File: config.mk
export PLATFORM = sky130hd
export DESIGN_NAME = fetch_stage
export DESIGN_NICKNAME = d
export VERILOG_FILES = /design/src/rtl/fetch_stage.sv
export SDC_FILE = /design/constraint.sdc
export NUM_CORES = 1
export LEC_CHECK = 0
export ABC_AREA = 1
export CAP_MARGIN = 40
export CORE_MARGIN = 3
export CORE_UTILIZATION = 25
export DETAILED_ROUTE_END_ITERATION = 10
export MAX_ROUTING_LAYER = met4
export PLACE_DENSITY = 0.57
export SYNTH_ARGS = -nofsm -noshare
export SYNTH_HDL_FRONTEND = slang
export SYNTH_SLANG_ARGS = --single-unit
File: constraint.sdc
create_clock -name clk -period 1.45 [get_ports clk]
set_clock_uncertainty 0.05 [all_clocks]
set_input_delay 0.29 -clock clk [delete_from_list [all_inputs] [get_ports clk]]
set_output_delay 0.29 -clock clk [all_outputs]
set_load 0.01 [all_outputs]
File: src/rtl/fetch_stage.sv
// Instruction fetch stage: owns the PC, issues single-outstanding word fetches,
// and feeds the decode pipe register through a 1-entry skid buffer.
module fetch_stage #(
  parameter int unsigned           ADDR_WIDTH = 32,
  parameter int unsigned           INSN_WIDTH = 32,
  parameter logic [ADDR_WIDTH-1:0] RESET_PC   = '0
) (
  input  logic                  clk,
  input  logic                  rst,
  output logic                  imem_req_valid,
  input  logic                  imem_req_ready,
  output logic [ADDR_WIDTH-1:0] imem_req_addr,
  input  logic                  imem_rsp_valid,
  input  logic [INSN_WIDTH-1:0] imem_rsp_data,
  input  logic                  dec_stall,
  input  logic                  redirect_valid,
  input  logic [ADDR_WIDTH-1:0] redirect_pc,
  output logic                  dec_valid,
  output logic [ADDR_WIDTH-1:0] dec_pc,
  output logic [INSN_WIDTH-1:0] dec_instr
);

  typedef enum logic [1:0] {
    S_RUN,
    S_WAIT,
    S_DRAIN
  } state_e;

  state_e                state_q, state_d;
  logic [ADDR_WIDTH-1:0] pc_q, pc_d;
  logic [ADDR_WIDTH-1:0] req_pc_q, req_pc_d;
  logic                  skid_valid_q, skid_valid_d;
  logic [ADDR_WIDTH-1:0] skid_pc_q, skid_pc_d;
  logic [INSN_WIDTH-1:0] skid_instr_q, skid_instr_d;
  logic                  dec_valid_q, dec_valid_d;
  logic [ADDR_WIDTH-1:0] dec_pc_q, dec_pc_d;
  logic [INSN_WIDTH-1:0] dec_instr_q, dec_instr_d;

  logic                  req_valid;
  logic                  accept;
  logic                  slot_free;
  logic                  rsp_in_wait;
  logic [ADDR_WIDTH-1:0] redirect_tgt;

  assign redirect_tgt = {redirect_pc[ADDR_WIDTH-1:2], 2'b00};
  assign slot_free    = !dec_valid_q || !dec_stall;
  assign rsp_in_wait  = (state_q == S_WAIT) && imem_rsp_valid;

  // Request is only offered from RUN with an empty skid; gated by reset so it
  // reads 0 while rst is held low.
  always_comb begin
    req_valid = 1'b0;
    if (state_q == S_RUN && !skid_valid_q) begin
      req_valid = 1'b1;
    end
  end

  assign imem_req_valid = req_valid & rst;
  assign imem_req_addr  = pc_q;
  assign accept         = imem_req_valid & imem_req_ready;

  // State register.
  always_ff @(posedge clk or negedge rst) begin
    if (!rst) begin
      state_q <= S_RUN;
    end else begin
      state_q <= state_d;
    end
  end

  // Next-state logic; a redirect sends an in-flight request to DRAIN.
  always_comb begin
    state_d = state_q;
    unique case (state_q)
      S_RUN: begin
        if (accept) begin
          state_d = redirect_valid ? S_DRAIN : S_WAIT;
        end
      end
      S_WAIT: begin
        if (imem_rsp_valid) begin
          state_d = S_RUN;
        end else if (redirect_valid) begin
          state_d = S_DRAIN;
        end
      end
      S_DRAIN: begin
        if (imem_rsp_valid) begin
          state_d = S_RUN;
        end
      end
      default: state_d = S_RUN;
    endcase
  end

  // PC, skid buffer and decode register next values.
  always_comb begin
    pc_d         = pc_q;
    req_pc_d     = req_pc_q;
    skid_valid_d = skid_valid_q;
    skid_pc_d    = skid_pc_q;
    skid_instr_d = skid_instr_q;
    dec_valid_d  = dec_valid_q;
    dec_pc_d     = dec_pc_q;
    dec_instr_d  = dec_instr_q;

    if (accept) begin
      req_pc_d = pc_q;
      pc_d     = pc_q + ADDR_WIDTH'(4);
    end

    if (redirect_valid) begin
      pc_d         = redirect_tgt;
      skid_valid_d = 1'b0;
      dec_valid_d  = 1'b0;
    end else if (slot_free) begin
      if (skid_valid_q) begin
        dec_valid_d  = 1'b1;
        dec_pc_d     = skid_pc_q;
        dec_instr_d  = skid_instr_q;
        skid_valid_d = 1'b0;
      end else if (rsp_in_wait) begin
        dec_valid_d = 1'b1;
        dec_pc_d    = req_pc_q;
        dec_instr_d = imem_rsp_data;
      end else begin
        dec_valid_d = 1'b0;
      end
    end else if (rsp_in_wait) begin
      // Skid is always empty here: no request is issued while it holds data.
      skid_valid_d = 1'b1;
      skid_pc_d    = req_pc_q;
      skid_instr_d = imem_rsp_data;
    end
  end

  // Datapath registers.
  always_ff @(posedge clk or negedge rst) begin
    if (!rst) begin
      pc_q         <= RESET_PC;
      req_pc_q     <= '0;
      skid_valid_q <= 1'b0;
      skid_pc_q    <= '0;
      skid_instr_q <= '0;
      dec_valid_q  <= 1'b0;
      dec_pc_q     <= '0;
      dec_instr_q  <= '0;
    end else begin
      pc_q         <= pc_d;
      req_pc_q     <= req_pc_d;
      skid_valid_q <= skid_valid_d;
      skid_pc_q    <= skid_pc_d;
      skid_instr_q <= skid_instr_d;
      dec_valid_q  <= dec_valid_d;
      dec_pc_q     <= dec_pc_d;
      dec_instr_q  <= dec_instr_d;
    end
  end

  assign dec_valid = dec_valid_q;
  assign dec_pc    = dec_pc_q;
  assign dec_instr = dec_instr_q;

endmodule

=== After elaboration in Yosys (flattened, before gate mapping) ===
Index checks and enable logic that the tools add are counted.

* Output and inout bits: 98
* Bits in registers: 196
* Logic and storage cells: 53

* Bitwise gates (word level): 4
* Muxes and demuxes: 20
* Add/sub/neg operators: 1
* Reduce and logical (&&, ||, !) cells: 14
* Eq/ne operators: 5

{| class="wikitable"
|+ Operators by type and width
! kind !! count
|-
| $mux 32 || 6
|-
| $add 32x3->32 const B || 1
|-
| $mux 2 || 5
|-
| $reduce_and 3->1 || 3
|-
| $mux 1 || 8
|-
| $pmux 2 s3 || 1
|-
| $reduce_bool 2->1 || 3
|-
| $ne 2x2->1 const B || 2
|-
| $logic_not 1->1 || 3
|-
| $ne 3x3->1 const B || 1
|-
| $reduce_bool 3->1 || 1
|-
| $and 1x1->1 || 2
|-
| $eq 2x1->1 const B || 1
|-
| $eq 2x2->1 const B || 1
|-
| $logic_and 1x1->1 || 2
|-
| $logic_not 2->1 || 1
|-
| $not 1->1 || 2
|-
| $logic_or 1x1->1 || 1
|}

=== Depth between registers and ports, before layout ===
Gate-level depths: netlist (run 1).

* Depth in word-level cells: 7
* Mapped depth: 10
* Depth with buffers taken out: 9

=== Worst setup path after synthesis (run 1) ===
No wires, ideal clock.

* Path type: register to register
* Start: register pc_q[3] (netlist: imem_req_addr[3])
* End: register pc_q[20] (netlist: imem_req_addr[20])
* Arrival time: 1.437 ns
* Setup time: 0.117 ns
* Path slack: -0.155 ns
* Period minus slack after synthesis: 1.605 ns
* Stages on the path, launching flop included: 9
* Cells stage by stage: dfrtp_1 > ha_1 > nand2_1 > nor2_1 > nand2_1 > nor2_1 > nand3_1 > nand3_1 > nand2_1

* Cells in the longest elaborated chain, start to end: 3

{| class="wikitable"
|+ Ends and longest elaborated chain
! what !! line !! RTL
|-
| start: declaration || 30 || <nowiki>logic [ADDR_WIDTH-1:0] pc_q, pc_d;</nowiki>
|-
| start signal: assignment || 149 || <nowiki>pc_q <= pc_d;</nowiki>
|-
| $add 32x3->32 || 109 || <nowiki>pc_d = pc_q + ADDR_WIDTH'(4);</nowiki>
|-
| $mux 32 || 107 || <nowiki>if (accept) begin</nowiki>
|-
| $mux 32 || 112 || <nowiki>if (redirect_valid) begin</nowiki>
|}

Every way passes these cells. The select of a mux whose other input is x is not followed.
A chain may end at the register's enable or synchronous reset.

=== Final worst setup path (run 1) ===
* Start: register state_q[0]
* End: output port imem_req_valid

* Cells in the longest elaborated chain, start to end: 4

{| class="wikitable"
|+ Ends and longest elaborated chain
! what !! line !! RTL
|-
| start: declaration || 29 || <nowiki>state_e state_q, state_d;</nowiki>
|-
| start signal: assignment || 67 || <nowiki>state_q <= state_d;</nowiki>
|-
| $logic_not 2->1 || 53 || <nowiki>if (state_q == S_RUN && !skid_valid_q) begin</nowiki>
|-
| $logic_and 1x1->1 || 53 ||
|-
| $mux 1 || 53 ||
|-
| $and 1x1->1 || 58 || <nowiki>assign imem_req_valid = req_valid & rst;</nowiki>
|-
| end: declaration || 10 || <nowiki>output logic imem_req_valid,</nowiki>
|}

Every way passes these cells.

==> summary.md, run 1 <==
| Metric | Value |
|---|---|
| Synthesized cell area | `8790 um2` |
| Cell breakdown of the critical path | `nor2_2 -> inv_2 -> nor3_2 -> buf_2` |
| Final period util | `116%` |
| Count leader, synth | `nand2_1` |
| Die Y | `194 um` |
| Via density | `4.38` |
| Synth top cells by count | `nand2_1 (422), dfrtp_1 (188), inv_1 (120)` |
| Area of the multi-input gates | `4080 um2` |
| Slowest-stage cell, CP | `dfrtp_1` |
| Largest family of logic cells by synthesized area | `simple AND/OR/NAND/NOR gates` |
| WL final | `28900 um` |
| Critical Path Max Stage Delay | `0.41 ns` |
| CP startpoint kind | `register` |
| Max_cap viols | `0` |
| Max VDD drop | `0.905 mV` |
| Tot Pwr | `18.4 mW` |
| Sequential Area | `4710 um2` |
| DR vias | `8045` |
| Number of buffers created by CTS | `17` |
| Synth Area in Compound Gates | `13.0%` |
| # H-tree levels | `4` |
| Synth Area in Adders | `0.142%` |
| ANT nets after route | `0` |
| Fmax | `597 MHz` |
| Crit Path Category | `register to primary output` |
| GR peak layer | `met2` |
| Reg clk slew, reported paths | `0.08 ns` |
| Max-slew violations | `0` |
| Critical path required time | `1.11 ns` |
| Syn Inst Count | `1089` |
| Row cnt | `68` |
| Fill count | `3436` |
| Area leader, netlist | `dfrtp_1` |
| Leak | `6.89 nW` |
| ANT cells | `0` |
| Synth async-reset ratio | `100%` |
| Nets@finish | `1441` |
| Setup violation total in the final timing report | `187` |
| DP Area | `11400 um2` |
| Mux cell area share after synthesis | `0%` |
| Seq cells post-synth | `188` |
| Worst slack, placed | `-0.424 ns` |
| Met2 Track Usage GR | `22.7%` |
| Crit. End Element | `primary output` |
| First-pass GRT wire length | `43900 um` |
| CTS tree | `done` |
| Synth area leaders | `dfrtp_1 (54%), nand2_1 (18%), o211ai_1 (5.7%), inv_1 (5.1%), o21ai_1 (3.3%)` |
| Hold Path Class | `input port to async pin` |
| Outcome | `finished, violations left` |
| Post-synthesis sequential area ratio | `53.5%` |
| Largest net degree at the start of global routing | `102` |
| Failing checks | `setup timing` |
| Netlist cell types | `31` |
| Worst skew pair latency | `0.43 ns` |
| Top-Level Pins | `168` |
| Drt wl/cell | `15.7 um` |
| Crit path max fanout | `2` |
| Yosys Warn Count | `0` |
| Placed instance count | `1731` |
| Post-Route Utilization | `40.2%` |
| Hold Fails Final Rpt | `0` |
| Area growth, synth to finish | `58.6%` |
| Worst setup margin | `-0.225 ns` |
| GRT Residual Overflow | `0` |
| PortBufs | `161` |
| Hpwl dp | `17500 um` |
| CTS max path bufs | `2` |
| Sink Count | `188` |
| Die area | `37400 um2` |
| Met1 Use GR | `20.8%` |
| Core ar. | `34600 um2` |
| Worst reg-to-reg setup slack | `-0.21 ns` |
| Top cell type's share of synthesized area | `53.5%` |
| Initial antenna violation count | `0` |
| Setup TNS Final | `-26.84 ns` |
| Worst EP arrival | `1.33 ns` |
| Post-Synth XOR/XNOR Area | `0.498%` |
| Layout Cells excl Fill | `1838` |
| Vias in the first global route | `7861` |
| Worst-Margin Slew | `0.569 ns` |
| Starting Density | `25.4%` |
| CTS root buf | `clkbuf_16` |
| Post-synth EDFFs | `0` |
| Fin area | `13900 um2` |
| Slew Limit Headroom | `62.1%` |
| Syn Area/Cell | `8.07 um2` |
| Hold Worst Slack | `0.0122 ns` |
| Total GRT Usage | `15.0%` |
| Hold buffer count at CTS | `0` |
| DRT iter0 DRCs | `411` |
| Min Tclk post-route | `1.67 ns` |
| Layout cells sized above 1 | `30.7%` |
| Die X | `194 um` |
| RSZ-0062 raised after global routing | `true` |
| Most used DFF post-synth | `dfrtp_1` |
| Simple-gate share of the synthesized area | `23.7%` |
| M3 GR Usage | `2.93%` |
| Power per cell area | `1320 nW/um2` |
| Initial DRT Pass Iterations | `5` |
| DRC | `0` |
| GPL Wtd Cong | `0.846` |
-- flip-flops by register name, indices dropped and copies added, names as in the netlist --
name	count
state_q	2
skid_valid_q	1
skid_instr_q	32
skid_pc_q	30
dec_instr	32
dec_valid	1
dec_pc	30
imem_req_addr	30
req_pc_q	30
-- critical path, delay by kind of cell (launching register included) --
kind                   cells  cell delay [ns]
flip-flops                 1             0.41
AND/OR/NAND/NOR            2             0.27
buffers and inverters      2             0.21
-- metal layers --
| metal | up-vias | share of wire, % |
|---|---|---|
| met4 | 0 | 0.81 |
| met2 | 168 | 48 |
| met1 | 3837 | 47 |
| li1 | 4026 | - |
| met5 | - | 0 |
| met3 | 14 | 3.3 |
-- layout make-up --
cell class                      count  share of cell area (%)
Multi-Input combinational cell    723                    29.3
Sequential cell                   188                    33.8
Tap cell                          455                    4.08
Timing Repair Buffer              316                    24.8
Clock inverter                     13                    1.50
Clock buffer                       19                    3.18
Inverter                          124                    3.46
-- power by group --
group | switching, mW | leakage, nW | internal (mW) | total (mW)
registers | 0.772 | 2.47 | 6.50 | 7.27
clock network | 2.13 | 0.323 | 3.13 | 5.25
logic | 3.05 | 4.10 | 2.86 | 5.91
total | 5.95 | 6.89 | 12.5 | 18.4
-- logic make-up (layout without fill, tap and decap cells) --
family | after synthesis | after routing
compound gates | 190 | 190
flops | 188 | 188
simple gates | 523 | 523
other cells | 1 | 4
buf+inv | 181 | 472
fa+ha+maj | 1 | 1
xor+xnor | 5 | 5
-- timing repair --
item / 4_1_cts / 5_1_grt
gates cloned: 12 / 12
resized for setup: 342 / 246
setup endpoints to repair: 232 / 218
pin swaps: 31 / 52
buffers inserted: 49 / 27
hold endpoints to repair: 0 / 0
-- path summary, 6_finish.rpt --
path	cells after the start	to	startpoint
hold reg to reg	2	dec_pc[11]	dec_pc[11]
setup reg to reg	11	dec_pc[15]	state_q[0]
hold / removal	3	skid_instr_q[13]	rst
min in group clk	3	imem_req_addr[18]	redirect_pc[18]
setup / recovery	4	imem_req_valid	state_q[0]
max in group asynchronous	3	imem_req_addr[15]	rst
-- cell usage in the layout (no fill, tap or decap), drive strengths merged, types with 2 or more instances in the layout --
| master | netlist | routed |
|---|---|---|
| nand2 | 423 | 423 |
| dfrtp | 188 | 188 |
| buf | 32 | 171 |
| inv | 123 | 127 |
| o21ai | 116 | 116 |
| o211ai | 67 | 67 |
| clkdlybuf4s50 | 0 | 66 |
| clkdlybuf4s15 | 0 | 58 |
| nand3 | 48 | 48 |
| nor2 | 47 | 47 |
| clkbuf | 25 | 40 |
| bufinv | 0 | 5 |
| clkinv | 1 | 5 |
| conb | 1 | 4 |
| xor2 | 4 | 4 |
| o21bai | 3 | 3 |
| and2 | 2 | 2 |
| nor3 | 2 | 2 |
| a21oi | 2 | 2 |
Power figures use the tool's default switching activity.
==> run 2, diff against run 1 <==
--- a/config.mk
+++ b/config.mk
@@ -8,10 +8,11 @@
 export ABC_AREA = 1
 export CAP_MARGIN = 40
 export CORE_MARGIN = 3
-export CORE_UTILIZATION = 25
+export CORE_UTILIZATION = 32
 export DETAILED_ROUTE_END_ITERATION = 10
+export GPL_ROUTABILITY_DRIVEN = 0
 export MAX_ROUTING_LAYER = met4
-export PLACE_DENSITY = 0.57
+export PLACE_DENSITY = 0.65
 export SYNTH_ARGS = -nofsm -noshare
 export SYNTH_HDL_FRONTEND = slang
 export SYNTH_SLANG_ARGS = --single-unit
==> constraint.sdc (replaced) <==
create_clock -name clk -period 1.6 [get_ports clk]
set_clock_uncertainty 0.05 [all_clocks]
set_input_delay 0.32 -clock clk [delete_from_list [all_inputs] [get_ports clk]]
set_output_delay 0.32 -clock clk [all_outputs]
set_load 0.01 [all_outputs]
==> summary.md, run 2 (synthesis gave the netlist of run 1 again) <==
| Metric | Value |
|---|---|
| Outcome | `finished, violations left` |
| Failing checks | `setup timing` |
| CTS root buf | `clkbuf_16` |
| Core ar. | `27000 um2` |
| DP Area | `11100 um2` |
| Met2 Track Usage GR | `27.0%` |
| DR vias | `7782` |
| DRC | `0` |
| Initial DRT Pass Iterations | `5` |
| Critical path required time | `1.91 ns` |
| Reg clk slew, reported paths | `0.08 ns` |
| WL final | `25300 um` |
| Hpwl dp | `15900 um` |
| CP startpoint kind | `register` |
| Setup violation total in the final timing report | `47` |
| Max_cap viols | `0` |
| Drt wl/cell | `15.2 um` |
| Layout Cells excl Fill | `1661` |
| Setup TNS Final | `-1.06 ns` |
| Max VDD drop | `0.607 mV` |
| Row cnt | `60` |
| Crit Path Category | `register to register` |
| Worst EP arrival | `1.97 ns` |
| # H-tree levels | `4` |
| Number of buffers created by CTS | `17` |
| GR peak layer | `met2` |
| Crit path max fanout | `7` |
| Largest net degree at the start of global routing | `104` |
| Worst setup margin | `-0.0618 ns` |
| Starting Density | `32.6%` |
| Met1 Use GR | `23.7%` |
| First-pass GRT wire length | `39300 um` |
| Max-slew violations | `0` |
| Min Tclk post-route | `1.66 ns` |
| Worst-Margin Slew | `0.536 ns` |
| Vias in the first global route | `7419` |
| GRT Residual Overflow | `0` |
| Hold Fails Final Rpt | `0` |
| Commonest non-fill, non-tap cell in the layout | `nand2_1` |
| Power per cell area | `1250 nW/um2` |
| Total GRT Usage | `17.3%` |
| Fmax | `602 MHz` |
| CTS max path bufs | `2` |
| Die X | `172 um` |
| Die area | `29500 um2` |
| Nets@finish | `1379` |
| Placed instance count | `1589` |
| Area of the multi-input gates | `3620 um2` |
| Layout cells sized above 1 | `16.1%` |
| Crit. End Element | `register` |
| Die Y | `172 um` |
| Via density | `4.69` |
| DRT iter0 DRCs | `542` |
| Worst slack, placed | `-0.306 ns` |
| Fin area | `12500 um2` |
| ANT nets after route | `0` |
| CTS tree | `done` |
| Sink Count | `188` |
| Sequential Area | `4710 um2` |
| M3 GR Usage | `2.60%` |
| Post-Route Utilization | `46.4%` |
| ANT cells | `0` |
| Fill count | `2582` |
| Final period util | `104%` |
| Initial antenna violation count | `0` |
| Highest-count cells in the layout ignoring fill and taps | `nand2_1 (374), dfrtp_1 (181), inv_1 (119)` |
| Hold Path Class | `input port to register` |
| RSZ-0062 raised after global routing | `true` |
| Worst skew pair latency | `0.43 ns` |
| Leak | `6.41 nW` |
| Slew Limit Headroom | `64.2%` |
| Area growth, synth to finish | `42.3%` |
| Top-Level Pins | `168` |
| PortBufs | `161` |
[run 2: cell types whose count changed in the layout (fill, tap and decap cells not counted), moves of 25 or more]
cell and delta:
dlygate4sd2_1 +87, buf_6 -41, clkdlybuf4s15_1 -41, o21ai_2 -37, nand3_1 +35, nand3_2 -31
nand2_1 +25, nand2_2 -25
[run 2: critical path, cell delays in order (launching register included)]
cell	delay, ns
dfrtp_1	0.40
buf_6	0.13
nor2_4	0.11
nand2_2	0.07
nand2_2	0.07
nand2_4	0.07
nor2_8	0.10
buf_12	0.13
buf_12	0.13
clkbuf_16	0.16
o211ai_1	0.09
nand2_1	0.08
[run 2: routing by layer]
metal	share of wire [%]	vias up	wire (um)
li1	-	3893	-
met1	46	3628	11700
met2	47	229	11900
met3	4.6	32	1170
met4	1.9	0	485
met5	0	-	0
[run 2: power by group]
part / leakage, nW / switching (mW) / internal (mW)
combinational: 3.66 / 2.42 / 2.15
clock: 0.291 / 1.83 / 2.58
sequential: 2.46 / 0.787 / 5.89
[run 2: layout make-up]
type,count,area share (%)
inverter,124,3.90
multi-input combinational,723,28.9
clock buffer,21,3.76
sequential,188,37.7
tap,341,3.41
clock inverter,10,1.12
timing repair buffer,254,21.2
[run 2: path summary, 6_finish.rpt]
| check | from | end | slack, ns | cells past startpoint |
|---|---|---|---|---|
| max | state_q[1] | dec_pc[4] | -0.06 | 11 |
| min | redirect_pc[10] | imem_req_addr[10] | 0.40 | 3 |
| max reg2reg | state_q[1] | dec_pc[4] | -0.06 | 11 |
| min reg2reg | dec_instr[2] | dec_instr[2] | 0.42 | 2 |
| max in group asynchronous | rst | skid_pc_q[16] | 0.22 | 4 |
| min in group asynchronous | rst | imem_req_addr[5] | 0.41 | 3 |
[run 2: per-stage QoR]
step | hold WS [ns] | power [mW]
floorplan | -0.0256 | 8.62
global placement | 0.329 | 11.2
detailed placement | 0.329 | 11.3
CTS | 0.375 | 15.5
global route | 0.398 | 16.7
finish | 0.399 | 15.7
[run 2: repair_timing]
action / 4_1_cts / 5_1_grt
resized for setup: 146 / 93
endpoints found under the setup margin: 154 / 96
gates cloned: 8 / 6
hold endpoints to repair: 24 / 0
hold buffers: 1 / 0
pin swaps: 5 / 23
buffers inserted: 26 / 8
